`src/rtl/bin2bcd_pkg.sv`:
```
// Shared constants, FSM state type and sizing helpers for the sequential
// binary-to-BCD converter.
package bin2bcd_pkg;

  localparam int unsigned BCD_W = 4;

  typedef enum logic [1:0] {
    IDLE,
    SHIFT,
    DONE
  } state_e;

  // ceil(log2(width+1)): enough bits to count 0..width shifts.
  function automatic int unsigned cnt_width(input int unsigned width);
    int unsigned r;
    r = 1;
    for (int unsigned i = 0; i < 32; i++) begin
      if ((64'd1 << r) < 64'(width) + 64'd1) r = r + 1;
    end
    return r;
  endfunction

  // Legal when 1 <= width <= 16 and 10^digits exceeds the largest binary input.
  function automatic bit cfg_ok(input int unsigned width, input int unsigned digits);
    longint unsigned p;
    p = 1;
    for (int unsigned i = 0; i < digits; i++) begin
      if (p <= 64'd10_000_000) p = p * 10;
    end
    return (width >= 1) && (width <= 16) && (p > ((64'd1 << width) - 64'd1));
  endfunction

endpackage

```
`src/rtl/bin2bcd_seq_add3.sv`:
```
// Double-dabble digit correction: a BCD nibble of 5 or more gets 3 added
// so that the following left shift carries correctly into the next digit.
module bcd_add3
  import bin2bcd_pkg::*;
(
  input  logic [BCD_W-1:0] nibble_i,
  output logic [BCD_W-1:0] nibble_o
);

  assign nibble_o = (nibble_i >= 4'd5) ? nibble_i + 4'd3 : nibble_i;

endmodule

```
`src/rtl/bin2bcd_seq.sv`:
```
// Sequential binary-to-BCD converter (shift-and-add-3, one bit per clock).
// Optional leading-zero blanking mask enabled by BIN2BCD_BLANK_LEADING_EN.
module bin2bcd_seq
  import bin2bcd_pkg::*;
#(
  parameter int unsigned WIDTH  = 8,
  parameter int unsigned DIGITS = 3
) (
  input  logic                    clk_i,
  input  logic                    rst_i,
  input  logic                    start_i,
  input  logic [WIDTH-1:0]        bin_i,
  output logic                    busy_o,
  output logic                    done_o,
  output logic [BCD_W*DIGITS-1:0] bcd_o,
  output logic [DIGITS-1:0]       blank_o
);

  localparam int unsigned BCD_BITS = BCD_W * DIGITS;
  localparam int unsigned REG_W    = BCD_BITS + WIDTH;
  localparam int unsigned CNT_W    = cnt_width(WIDTH);

  if (!cfg_ok(WIDTH, DIGITS)) begin : g_cfg_err
    $error("bin2bcd_seq: illegal WIDTH/DIGITS, need 1<=WIDTH<=16 and 10^DIGITS > 2^WIDTH-1");
  end

  state_e              state_q;
  logic [REG_W-1:0]    work_q;
  logic [CNT_W-1:0]    cnt_q;
  logic                busy_q;
  logic                done_q;
  logic [BCD_BITS-1:0] bcd_q;
  logic [DIGITS-1:0]   blank_q;

  logic [REG_W-1:0]    adj;
  logic [REG_W-1:0]    shift_d;
  logic [DIGITS-1:0]   blank_d;

  // Working register: BCD digits above, unconverted binary bits below.
  for (genvar g = 0; g < DIGITS; g++) begin : g_digit
    bcd_add3 u_add3 (
      .nibble_i(work_q[WIDTH + g*BCD_W +: BCD_W]),
      .nibble_o(adj[WIDTH + g*BCD_W +: BCD_W])
    );
  end

  assign adj[WIDTH-1:0] = work_q[WIDTH-1:0];
  assign shift_d        = adj << 1;

`ifdef BIN2BCD_BLANK_LEADING_EN
  // Digit k blanks when it and every higher digit are zero; digit 0 never blanks.
  always_comb begin
    logic all_zero;
    all_zero = 1'b1;
    blank_d  = '0;
    for (int unsigned k = DIGITS - 1; k >= 1; k--) begin
      all_zero   = all_zero && (shift_d[WIDTH + k*BCD_W +: BCD_W] == '0);
      blank_d[k] = all_zero;
    end
  end
`else
  assign blank_d = '0;
`endif

  always_ff @(posedge clk_i) begin
    if (rst_i) begin
      state_q <= IDLE;
      work_q  <= '0;
      cnt_q   <= '0;
      busy_q  <= 1'b0;
      done_q  <= 1'b0;
      bcd_q   <= '0;
      blank_q <= '0;
    end else begin
      case (state_q)
        IDLE: begin
          done_q <= 1'b0;
          if (start_i) begin
            work_q  <= {{BCD_BITS{1'b0}}, bin_i};
            cnt_q   <= '0;
            busy_q  <= 1'b1;
            state_q <= SHIFT;
          end
        end
        SHIFT: begin
          work_q <= shift_d;
          cnt_q  <= cnt_q + 1'b1;
          // The edge performing the final shift also publishes the result.
          if (cnt_q == CNT_W'(WIDTH - 1)) begin
            state_q <= DONE;
            done_q  <= 1'b1;
            bcd_q   <= shift_d[REG_W-1 -: BCD_BITS];
            blank_q <= blank_d;
          end
        end
        DONE: begin
          done_q  <= 1'b0;
          busy_q  <= 1'b0;
          state_q <= IDLE;
        end
        default: begin
          done_q  <= 1'b0;
          busy_q  <= 1'b0;
          state_q <= IDLE;
        end
      endcase
    end
  end

  assign busy_o  = busy_q;
  assign done_o  = done_q;
  assign bcd_o   = bcd_q;
  assign blank_o = blank_q;

endmodule

```
`config.mk`:
```
export PLATFORM = sky130hd
export DESIGN_NAME = bin2bcd_seq
export DESIGN_NICKNAME = d
export VERILOG_FILES = /design/src/rtl/bin2bcd_pkg.sv /design/src/rtl/bin2bcd_seq_add3.sv /design/src/rtl/bin2bcd_seq.sv
export SDC_FILE = /design/constraint.sdc
export NUM_CORES = 1
export LEC_CHECK = 0
export CORE_UTILIZATION = 48
export DETAILED_ROUTE_END_ITERATION = 10
export HOLD_SLACK_MARGIN = 0.1
export PLACE_DENSITY = 0.86
export SYNTH_ARGS = -nofsm -noshare
export SYNTH_HDL_FRONTEND = slang
export SYNTH_SLANG_ARGS = --single-unit
```
`constraint.sdc`:
```
create_clock -name clk_i -period 1.5 [get_ports clk_i]
set_input_delay 0.3 -clock clk_i [delete_from_list [all_inputs] [get_ports clk_i]]
set_output_delay 0.3 -clock clk_i [all_outputs]
set_load 0.02 [all_outputs]
```
==> run metrics <==
run status=complete, no violations; clock latency on the worst-skew pair=0.29 ns; Netlist cell types=43; largest net degree at the start of global routing=15; total global routing overflow=0; Non-Filler Instances=291; crit path cell chain=ha_1, and3b_2, nand2_4, and3_2, a21o_1; first-pass GRT wire length=6755 um; top_reg_cell synth=dfxtp_1; number of buffers added on ports=24; Iter 0 DRT Violations=102; Setup crit start kind=flop; worst setup margin=0.05077 ns; I/O pins=28; share of layout cells above drive strength 1=0.2016; Filler Cell Count=320; Yosys Warn Count=0; ys async rst share=0; synthesized area per cell=9.002 sq um; H-tree depth=2; final total power=1.975 mW; top cells by area, synth=dfxtp_1, nor2_1, ha_1; # setup viols final=0; Max-Cap Viols=0; core area=3716 sq um; wirelength, routed=4049 um; Min-Delay Path Class=flop to flop; setup_tns=0 ns; Inst Count DP=283; Register-to-Register Path Depth=5; CTS tree=built; Leak=0.9736 nW; Setup CP Type=flop to flop; Critical-path top delay cell=dfxtp_1; synthesized instance count=211; Final nets=261; antenna diode count=0; multi-input logic area=1016 sq um; Max Root-Sink Buffers=2; Cell Area, Placed=2202 sq um; crit path DAT=1.64 ns; hpwl dp=2823 um; Synth top area share=0.4216; worst hold slack=0.4521 ns; number of CTS-inserted buffers=5; hold_buf cts=0; die span in x=64.91 um; fin crit share=0.9662; register area share after synthesis=0.4216; detail-routed via count per cell=5.588; Final Hold Viols=0; cell area after layout=2326 sq um; DRT antenna net count=0; initial antenna violation count=0; via count=1626; EDFF count, synth=0; cell area power density=849.0 nW/um^2; clk slew on worst S/H paths=0.07 ns; Final Util=0.6259; Final Max Tran Viols=0; gr usage total=0.2100; root buffer cell=clkbuf_8; Place WS=-0.1330 ns; synth-to-layout area growth=22.46%; final worst path period need=1.449 ns; Initial Util=0.5111; FF+latch count, synth=40; Crit Path Max Fanout=12; Worst EP required=1.69 ns; VDD IR max=368.5 uV; clock sinks=40; hold depth=2; number of global-route vias before repair=1492; CP endpoint kind=flop; clock skew=0.004001 ns; Register Area=807.0 sq um; max incr delay on CP=0.38 ns; Detailed Routing Iterations Pass 1=4; Die ar.=4213 sq um; # rows=22; area leader, netlist=dfxtp_1; GP Congestion=0.8068; DRC=0; Achievable Freq=690.0 MHz; synthesized cell area=1899 sq um; DR WL/cell=13.91 um; Die Span Y=64.91 um
-- area by class of cell --
class                   count  share of cell area
multi-input cells         148              0.4368
well taps                  48             0.02582
flip-flops and latches     40              0.3470
repair buffers             38              0.1409
clock inverters             1            0.002152
inverters                  10             0.01614
clock buffers               6             0.03120
-- layout by cell type (no fill, tap or decap), types with 2 or more instances in the layout --
| master | instances |
|---|---|
| o32ai_1 | 2 |
| conb_1 | 3 |
| o21ai_0 | 9 |
| a21oi_1 | 11 |
| nand2b_1 | 2 |
| o2bb2ai_1 | 2 |
| nor3b_1 | 6 |
| nor2_1 | 26 |
| dlygate4sd2_1 | 14 |
| a21oi_2 | 2 |
| o221a_2 | 3 |
| a211oi_2 | 3 |
| xnor2_2 | 2 |
| a211o_1 | 3 |
| ha_1 | 7 |
| a2bb2oi_1 | 3 |
| buf_4 | 14 |
| nand2b_4 | 3 |
| nand2_1 | 6 |
| nor2b_1 | 4 |
| a22oi_1 | 3 |
| a21o_1 | 6 |
| dfxtp_1 | 35 |
| clkbuf_8 | 5 |
| nor3_1 | 10 |
| o22ai_1 | 4 |
| nand3_1 | 7 |
| clkdlybuf4s50_1 | 10 |
| nand2_4 | 2 |
| a211oi_1 | 8 |
| inv_1 | 9 |
| dfxtp_2 | 5 |
-- layer usage --
metal | up-vias | wire length (um) | global-route usage
met4 | 0 | 85 | 0.1028
met5 | - | 0 | 0
met1 | 769 | 1895 | 0.2622
met2 | 37 | 1935 | 0.3451
met3 | 9 | 134 | 0.03697
li1 | 811 | - | -
-- flip-flops by register name, indices dropped and copies added (netlist names) --
signal / flops
cnt_q: 4
busy_o: 1
done_o: 1
bcd_o: 12
work_q: 20
state_q: 2
-- worst max-delay path: cells and delay by family, from the launching register on --
family                   cells  cell delay, ns
flip-flops                   1            0.38
AND/OR/NAND/NOR              3            0.62
adder cells (fa/ha/maj)      1            0.20
AO/OA/AOI/OAI                1            0.14
-- synthesized netlist by cell type (2+ instances only) --
| cell | instances |
|---|---|
| a22oi_1 | 3 |
| nand3_1 | 7 |
| a2bb2oi_1 | 3 |
| clkbuf_1 | 3 |
| nor3_1 | 10 |
| nor2_1 | 26 |
| a211oi_2 | 2 |
| buf_6 | 4 |
| nand2b_1 | 5 |
| dfxtp_1 | 40 |
| buf_4 | 3 |
| nor3b_1 | 6 |
| a211o_1 | 3 |
| xnor2_1 | 2 |
| a21o_1 | 6 |
| o221a_2 | 3 |
| o32ai_1 | 2 |
| a21oi_1 | 12 |
| nor2b_1 | 4 |
| o21ai_0 | 9 |
| a211oi_1 | 9 |
| o22ai_1 | 4 |
| nand2_4 | 2 |
| inv_1 | 9 |
| ha_1 | 7 |
| o2bb2ai_1 | 2 |
| nand2_1 | 6 |
| buf_2 | 4 |
-- where the power goes --
group          switching (mW)  leakage [nW]  internal [mW]
Combinational           0.103         0.605         0.0936
Sequential             0.0176         0.327           1.09
Clock                   0.356        0.0410          0.316
Total                   0.477         0.974           1.50
-- kinds of logic after synthesis --
family	count (synthesis)	share of synthesized area
buf+inv	25	0.07377
flops	40	0.4216
simple gates	73	0.2049
compound gates	61	0.2312
xor+xnor	2	0.009224
fa+ha+maj	7	0.04611
mux	2	0.01120
other cells	1	0.001974
-- timing repair --
item / 4_1_cts / 5_1_grt
pin swaps: 0 / 6
setup buffers: 0 / 1
endpoints found under the setup margin: 14 / 12
gates resized for setup: 14 / 13
-- path summary, 6_finish.rpt --
check        slack [ns]      from         to
max                0.05  cnt_q[0]  bcd_o[10]
min                0.45  bcd_o[9]   bcd_o[9]
max reg2reg        0.05  cnt_q[0]  bcd_o[10]
min reg2reg        0.45  bcd_o[9]   bcd_o[9]
(Power assumes the default switching activity.)
